`src/rtl/freq_div_pkg.sv`:
```
// freq_div_pkg: shared constants for the dual-rate frequency divider
package freq_div_pkg;
  localparam int SEL_W = 2;
  localparam int CH_M = 0;
  localparam int CH_V = 1;
endpackage

```
`src/rtl/fdiv_chan.sv`:
```
// fdiv_chan: one divider channel with button edge detect, rate select and 50% duty output
import freq_div_pkg::*;
module fdiv_chan #(
  parameter int HALF_BASE = 2,
  parameter int CNT_W = 16
) (
  input  logic clk,
  input  logic rst,
  input  logic btn_i,
  output logic f_o
);
  logic b_q, bp_q, f_q, f_d, step, term;
  logic [SEL_W-1:0] sel_q, sel_d;
  logic [CNT_W-1:0] cnt_q, cnt_d, half;
  always_comb begin
    step  = b_q & ~bp_q;
    half  = CNT_W'(HALF_BASE) << sel_q;
    term  = cnt_q == half - CNT_W'(1);
    sel_d = step ? sel_q + SEL_W'(1) : sel_q;
    cnt_d = (step || term) ? '0 : cnt_q + CNT_W'(1);
    f_d   = term ? ~f_q : f_q;
  end
  always_ff @(posedge clk or posedge rst)
    if (rst) begin
      b_q   <= 1'b0;
      bp_q  <= 1'b0;
      sel_q <= '0;
      cnt_q <= '0;
      f_q   <= 1'b0;
    end else begin
      b_q   <= btn_i;
      bp_q  <= b_q;
      sel_q <= sel_d;
      cnt_q <= cnt_d;
      f_q   <= f_d;
    end
  assign f_o = f_q;
endmodule

```
`src/rtl/freq_div.sv`:
```
// freq_div: two independent button-programmable clock dividers (machine and video rates)
import freq_div_pkg::*;
module freq_div #(
  parameter int M_HALF_BASE = 2,
  parameter int V_HALF_BASE = 2,
  parameter int CNT_W = 16
) (
  input  logic       clk,
  input  logic       rst,
  input  logic [1:0] button,
  output logic       m_f,
  output logic       v_f
);
  fdiv_chan #(.HALF_BASE(M_HALF_BASE), .CNT_W(CNT_W)) u_m (
    .clk(clk), .rst(rst), .btn_i(button[CH_M]), .f_o(m_f)
  );
  fdiv_chan #(.HALF_BASE(V_HALF_BASE), .CNT_W(CNT_W)) u_v (
    .clk(clk), .rst(rst), .btn_i(button[CH_V]), .f_o(v_f)
  );
endmodule

```
`config.mk`:
```
export PLATFORM = sky130hd
export DESIGN_NAME = freq_div
export DESIGN_NICKNAME = d
export VERILOG_FILES = /design/src/rtl/freq_div_pkg.sv /design/src/rtl/fdiv_chan.sv /design/src/rtl/freq_div.sv
export SDC_FILE = /design/constraint.sdc
export NUM_CORES = 1
export LEC_CHECK = 0
export CORE_ASPECT_RATIO = 2
export CORE_UTILIZATION = 40
export CTS_CLUSTER_SIZE = 24
export DETAILED_ROUTE_END_ITERATION = 6
export DONT_BUFFER_PORTS = 1
export SYNTH_ARGS = -nofsm -noshare
export SYNTH_HDL_FRONTEND = slang
export SYNTH_SLANG_ARGS = --single-unit
```
`constraint.sdc`:
```
create_clock -name clk -period 3.2 [get_ports clk]
set_clock_uncertainty 0.1 [all_clocks]
set_input_delay 0.64 -clock clk [delete_from_list [all_inputs] [get_ports clk]]
set_output_delay 0.64 -clock clk [all_outputs]
set_load 0.03 [all_outputs]
```
==> Yosys cells after proc, flatten, opt, wreduce, memory -nomap -nowiden <==
Cells that the tools add are included.
{ "word_totals": {"ff_bits": 42, "latchBits": 0, "mem_bits_rw": 0, "mem_bits_ro": 0, "input_bits": 4, "out_inout_bits": 2, "elab_cells": 30, "n_memories": 0} }
{ "classes": {"n_addsub": 6, "mul": 0, "div": 0, "magnitude_cmp": 0, "n_eq_ne": 2, "n_shift": 2, "muxes": 2, "n_bitwise": 6, "reduce_logical": 2} }
{ "op_table": {"columns": ["operator", "n"], "rows": [
  ["$add A16 B1 Y16 const B", 2],
  ["$eq A16 B16 Y1", 2],
  ["$mux W16", 2],
  ["$shl A2 B2 Y16 const A", 2],
  ["$sub A16 B1 Y16 const B", 2],
  ["$add A2 B1 Y2 const B", 2],
  ["$not A1 Y1", 4],
  ["$and A1 B1 Y1", 2],
  ["$logic_or A1 B1 Y1", 2]
]} }

==> Depth between registers and ports, before layout <==
Gate-level depths: netlist (run 1).
{ "logic_depth": {"depth_word": 5, "depth_mapped": 9, "mapped_depth_nobuf": 8} }

==> Hierarchy <==
Synthesis (run 1) repeated with hierarchy kept, for this count alone.
{ "unflattened": {"cells_unflattened": 238, "hier_area_um2": 2397.3} }
{ "by_module_without_submodules": {"columns": ["module", "instances", "cells_per_inst", "area_each_um2", "seq_area_each_um2"], "rows": [
  ["fdiv_chan", 2, 119, 1198.6, 525.5]
]} }

==> Worst setup path before layout (run 1) <==
OpenSTA, ideal clock, no wires.
{ "synth_path": {"path_type": "register -> register", "from": "reg u_m.sel_q[0]", "to": "reg u_m.cnt_q[10]", "setup_ps": 121, "t_arrival_ps": 1937, "slack_ps": 1042, "path_stages_with_launch": 10, "synth_period_minus_slack_ps": 2158, "cell_sequence": "dfrtp_1 -> inv_1 -> ha_1 -> inv_1 -> ha_1 -> xor2_1 -> nand4_1 -> o31ai_4 -> buf_2 -> nor2_1"} }
{ "synth_between": {"elab_chain_len": 5} }
{ "synth_lines": {"columns": ["element", "line_no", "source"], "rows": [
  ["start: declaration", "fdiv_chan.sv:13", "logic [SEL_W-1:0] sel_q, sel_d;"],
  ["start signal: assignment", "fdiv_chan.sv:33", "sel_q <= sel_d;"],
  ["$shl A2 B2 Y16", "fdiv_chan.sv:17", "half = CNT_W'(HALF_BASE) << sel_q;"],
  ["$sub A16 B1 Y16", "fdiv_chan.sv:18", "term = cnt_q == half - CNT_W'(1);"],
  ["$eq A16 B16 Y1", "fdiv_chan.sv:18", null],
  ["$logic_or A1 B1 Y1", "fdiv_chan.sv:20", "cnt_d = (step || term) ? '0 : cnt_q + CNT_W'(1);"],
  ["$mux W16", "fdiv_chan.sv:20", null],
  ["net u_m.cnt_d[10]", "fdiv_chan.sv:14", "logic [CNT_W-1:0] cnt_q, cnt_d, half;"],
  ["end signal: assignment", "fdiv_chan.sv:34", "cnt_q <= cnt_d;"],
  ["end: declaration", "fdiv_chan.sv:14", null]
]} }
The timed path passes the listed nets, and every way through them passes these cells.
A chain may end at the register's enable or synchronous reset.

==> Final worst setup path (run 1) <==
{ "layout_path": {"from": "reg u_m.sel_q[0]", "to": "reg u_m.cnt_q[9]"} }
The elaborated chain is that of the path after synthesis.

==> results.yml, run 1 <==
status:
  status: "finished, final reports clean"
grt:
  overflow: 0
  grt_max_degree: 24
  grt.total_usage_pct: 16.4
  antenna_found_initial: 0
  grt_pass1_wl_um: 6870
  grt_pass1_vias: 1501
sta:
  holdWs_ns: 0.192
  rsz0062_at_grt: "false"
  maxSlewHeadroom_pct: 45.2
  layout_setup_ws_ns: 0.783
  setup_violations: 0
  hold_violations: 0
  post-route-period-util_pct: 75.5
  tightest_slew_ns: 0.817
  fmaxAchievable_mhz: 414
  post-route-min-period_ns: 2.42
  slew_viol_final: 0
  setup-tns-final_ns: 0
yosys:
  synth_edf_count: 0
  yosysTopAreaCellShare_pct: 48.5
  synth_ff_type: "dfrtp_1"
  yosys.area.top_type: "dfrtp_1"
  syn_inst: 210
  synth_cell_types: 31
  syn_nets: 225
  avgSynthCellArea_um2: 10.3
  synth-seq-cells: 42
  ys.warnings.count: 0
  synth_area_um2: 2170
  ys_seq_area_share_pct: 48.5
  synth_area_leaders: "dfrtp_1 (49%), xor2_1 (7.7%), ha_1 (6.4%)"
  synth_common_cells: "dfrtp_1 (42), nor2_1 (27), xor2_1 (19), xnor2_1 (14), nand2_1 (13)"
  synthArstFlopShare_pct: 100
  yosysMostFrequentCell: "dfrtp_1"
worst_setup_path:
  required_ns: 3.24
  cp-end-kind: "flop"
  critPathMaxFanout: 16
  crit_arrival_ns: 2.46
  start_kind: "flop"
  path_class: "reg2reg"
placed_design:
  dp_slack_ns: 0.768
  routabilityCongestion: 0.779
  port_buffers: 0
  dpl.hpwl_um: 2880
floorplanning:
  die_w_um: 54.0
  ios: 6
  coreArea_um2: 5180
  start_util_pct: 41.8
  die_area_um2: 5730
  rows: 37
  die_h_um: 106
clock_tree:
  ctsResizeCount: 0
  cts_hold_buf: 0
  clock_sinks: 42
  cts_tree: "built"
  cts_buffers: 5
  path_clk_slew_ns: 0.08
  cts_buffer_depth: 2
  cts_root_buffer: "clkbuf_8"
  worstSkewPairLatency_ns: 0.29
  htree_levels: 2
  cts_setup_buffers: 0
power:
  leakagePower_nw: 1.03
  ir_drop_mv: 0.396
  power_density_nw_per_um2: 698
  p_total_mw: 1.63
detailed_routing:
  first_pass_iters: 6
  routed_wl_um: 4030
  vias: 1504
  remaining_drc_errors: 0
  via_per_inst: 5.49
  routedWlPerCell_um: 14.7
  ant_nets: 0
  drtIter0Drc: 27
layout:
  synthToLayoutAreaGrowth_pct: 7.91
  final.fill_count: 525
  drive_gt1_share_pct: 6.94
  fin_nets: 230
  n_antenna_cell: 0
run:
  max_cap_viol_count: 0
hold_path:
  hold_class: "in2async"
[layout make-up]
| cell class | instances | area (um2) | area share, % |
|---|---|---|---|
| Inverter | 11 | 41.3 | 1.77 |
| Timing Repair Buffer | 1 | 7.51 | 0.321 |
| Clock buffer | 7 | 76.3 | 3.27 |
| Multi-Input combinational cell | 154 | 1060 | 45.3 |
| Tap cell | 58 | 72.6 | 3.10 |
| Sequential cell | 42 | 1050 | 45.0 |
| Clock inverter | 1 | 30.0 | 1.28 |
[worst max-delay path, cell delays in order (launching register included)]
cell and delay (ns):
dfrtp_1 0.44, inv_1 0.11, ha_1 0.19, inv_1 0.05, ha_1 0.30, xor2_1 0.13
nand4_1 0.17, o31ai_4 0.67, nor2_1 0.11
[worst paths after layout]
check / startpoint / endpoint / slack (ns) / cells past startpoint
worst min-delay path: rst / u_m.cnt_q[11] / 0.19 / 1
worst max-delay path: u_m.sel_q[0] / u_m.cnt_q[9] / 0.78 / 8
worst max register to register: u_m.sel_q[0] / u_m.cnt_q[9] / 0.78 / 8
worst min register to register: u_m.b_q / u_m.bp_q / 0.29 / 0
max in group asynchronous: rst / u_m.cnt_q[14] / 2.11 / 2
min in group clk: button[0] / u_m.b_q / 0.28 / 0
[placed cells by master, fill, tap and decap left out, types with 3 or more instances in the layout]
| cell | synthesis | layout |
|---|---|---|
| nor3_1 | 5 | 5 |
| a21oi_1 | 7 | 7 |
| nor2_1 | 27 | 27 |
| o21ai_0 | 4 | 4 |
| xnor2_1 | 14 | 14 |
| nand2_1 | 13 | 13 |
| nand4_1 | 9 | 9 |
| nor4_1 | 7 | 7 |
| inv_1 | 11 | 10 |
| clkbuf_8 | 0 | 5 |
| or4_1 | 3 | 3 |
| or3_1 | 4 | 4 |
| nand3_1 | 8 | 8 |
| ha_1 | 11 | 11 |
| dfrtp_1 | 42 | 42 |
| xor2_1 | 19 | 19 |
| o31ai_1 | 3 | 3 |
[registers in the layout, summed over array words and instances (netlist names)]
signal / cells
u_v.bp_q: 1
u_m.sel_q: 2
u_v.cnt_q: 16
u_m.b_q: 1
u_v.f_o: 1
u_v.sel_q: 2
u_m.f_o: 1
u_m.bp_q: 1
u_v.b_q: 1
u_m.cnt_q: 16
[power breakdown]
group	switching, mW	total, mW	internal, mW	leakage, nW
clock	0.175	0.409	0.234	0.0524
combinational	0.256	0.460	0.204	0.419
sequential	0.144	0.763	0.619	0.555
[stage by stage]
stage	util, %	area [um2]	cells
finish	45.1	2340	274
global route	45.1	2340	274
CTS	45.1	2340	274
detailed placement	43.0	2230	266
global placement	43.0	2230	266
floorplan	-	2170	210
[logic make-up (layout without fill, tap and decap cells)]
kind of cell             after synthesis  in the layout  synth area share, %
AND/OR/NAND/NOR                       92             92                 22.6
adder cells (fa/ha/maj)               11             11                 6.35
flip-flops                            42             42                 48.5
XOR/XNOR                              33             33                 13.3
multiplexers                           2              2                 1.04
AO/OA/AOI/OAI                         16             16                 5.55
buffers and inverters                 14             20                 2.60
[layer usage]
metal / wire length (um) / up-vias / part of all wire, % / GRT usage (%)
met5: 0 / - / 0 / 0
met3: 68 / 12 / 1.7 / 2.58
met4: 118 / 0 / 2.9 / 7.14
met2: 2290 / 21 / 57 / 30.3
li1: - / 729 / - / -
met1: 1550 / 742 / 38 / 16.6
(Power assumes the default switching activity.)
==> inputs of run 2 (changes only) <==
==> constraint.sdc (replaced) <==
create_clock -name clk -period 2 [get_ports clk]
set_clock_uncertainty 0.1 [all_clocks]
set_input_delay 0.4 -clock clk [delete_from_list [all_inputs] [get_ports clk]]
set_output_delay 0.4 -clock clk [all_outputs]
set_load 0.03 [all_outputs]
==> run 2 against run 1 <==
The flow now finishes with violations (negative setup slack). Sequential cell count unchanged. Via count up 2.5%. Final cell count up 5.5%. Maximum frequency up 19%.
==> results.yml, run 2 (synthesis results as in run 1) <==
status:
  status: "finished with violations"
  violations: "negative setup slack"
power:
  power_density_nw_per_um2: 1140
  leakagePower_nw: 1.12
  ir_drop_mv: 0.738
worst_setup_path:
  cp-end-kind: "flop"
  path_class: "reg2reg"
  critPathMaxFanout: 8
  crit_arrival_ns: 2.10
  required_ns: 2.07
  start_kind: "flop"
sta:
  tightest_slew_ns: 0.702
  slew_viol_final: 0
  setup_violations: 16
  maxSlewHeadroom_pct: 52.9
  hold_violations: 0
  layout_setup_ws_ns: -0.0317
  rsz0062_at_grt: "true"
  post-route-period-util_pct: 102
  post-route-min-period_ns: 2.03
  fmaxAchievable_mhz: 492
layout:
  final_cell_mix: "dfrtp_1 (41), nor2_1 (21), xor2_1 (19)"
  largest_registers: "u_m.cnt_q x16, u_v.cnt_q x16"
  final_common_cell: "dfrtp_1"
  n_antenna_cell: 0
  fin_nets: 246
  synthToLayoutAreaGrowth_pct: 19.8
  drive_gt1_share_pct: 20.3
  finish.utilization_pct: 50.0
  final.fill_count: 490
  finalNonFillerCells: 289
floorplanning:
  rows: 37
  start_util_pct: 41.8
  die_w_um: 54.0
  die_area_um2: 5730
  die_h_um: 106
  ios: 6
  coreArea_um2: 5180
clock_tree:
  htree_levels: 2
  worstSkewPairLatency_ns: 0.29
  cts_tree: "built"
  cts_buffers: 5
  cts_root_buffer: "clkbuf_8"
  cts_buffer_depth: 2
  path_clk_slew_ns: 0.08
  clock_sinks: 42
detailed_routing:
  via_per_inst: 5.34
  routed_wl_um: 4130
  ant_nets: 0
  vias: 1542
  routedWlPerCell_um: 14.3
  remaining_drc_errors: 0
  first_pass_iters: 4
  drtIter0Drc: 31
grt:
  grt.total_usage_pct: 17.2
  grt_pass1_wl_um: 6930
  overflow: 0
  antenna_found_initial: 0
  grt_max_degree: 25
  grt_pass1_vias: 1599
placed_design:
  dp_slack_ns: -0.0126
  dpl.hpwl_um: 2960
  dp_cells: 278
  port_buffers: 0
  routabilityCongestion: 0.812
hold_path:
  hold_class: "in2reg"
run:
  max_cap_viol_count: 0
-- run 2: cell types whose count changed in the layout (fill, tap and decap cells not counted), sizes merged --
cell | before | now
clkbuf | 7 | 6
buf | 1 | 16
dlygate4sd3 | 0 | 1
-- run 2: final timing paths --
path	depth (start not counted)	slack, ns	endpoint	startpoint
max	10	-0.03	u_m.cnt_q[15]	u_m.sel_q[0]
min	0	0.03	u_v.b_q	button[1]
max in group asynchronous	3	0.82	u_v.cnt_q[13]	rst
min in group asynchronous	2	0.48	u_v.f_o	rst
min reg2reg	0	0.29	u_m.bp_q	u_m.b_q
max reg2reg	10	-0.03	u_m.cnt_q[15]	u_m.sel_q[0]
-- run 2: repair_timing --
action / in CTS / in global routing
gates cloned: 1 / 0
pin swaps: 0 / 0
setup endpoints to repair: 16 / 17
endpoints found under the hold margin: 18 / 0
resized for setup: 17 / 2
setup buffers: 2 / 0
hold buffers: 1 / 0
-- run 2: critical path: stages (launching register included) --
cell and delay [ns]:
dfrtp_2 0.44, inv_2 0.09, ha_4 0.13, inv_2 0.04, ha_4 0.25, xor2_1 0.14
nand4_1 0.17, o31ai_4 0.23, buf_6 0.16, buf_12 0.12, a21oi_1 0.04
-- run 2: where the power goes --
group	internal (mW)	leakage (nW)	switching, mW
registers	0.992	0.554	0.209
clock network	0.399	0.0573	0.283
logic	0.551	0.511	0.526
-- run 2: routing by layer --
metal	GRT usage (%)	up-vias	part of all wire, %
li1	-	762	-
met4	11.2	0	4.2
met3	3.43	14	1.9
met1	16.0	747	38
met5	0	-	0
met2	31.0	19	56
-- run 2: cell type report --
class,instances,area [um2],area share [%]
Sequential cell,42,1050,40.6
Timing Repair Buffer,17,191,7.38
Clock buffer,6,82.6,3.18
Multi-Input combinational cell,154,1120,43.3
Clock inverter,1,30.0,1.16
Tap cell,58,72.6,2.80
Inverter,11,41.3,1.59
-- run 2: metrics by stage --
stage | hold WS, ns | setup TNS, ns | power, mW | cell area, um2
after CTS | 0.0185 | -0.261 | 2.99 | 2590
after global routing | 0.00861 | -2.31 | 3.20 | 2590
final | 0.0274 | -0.352 | 2.96 | 2590
after floorplan | 0.255 | -0.155 | 1.84 | 2170
after detailed placement | 0.245 | -0.0880 | 2.13 | 2360
after global placement | 0.241 | 0 | 2.11 | 2360
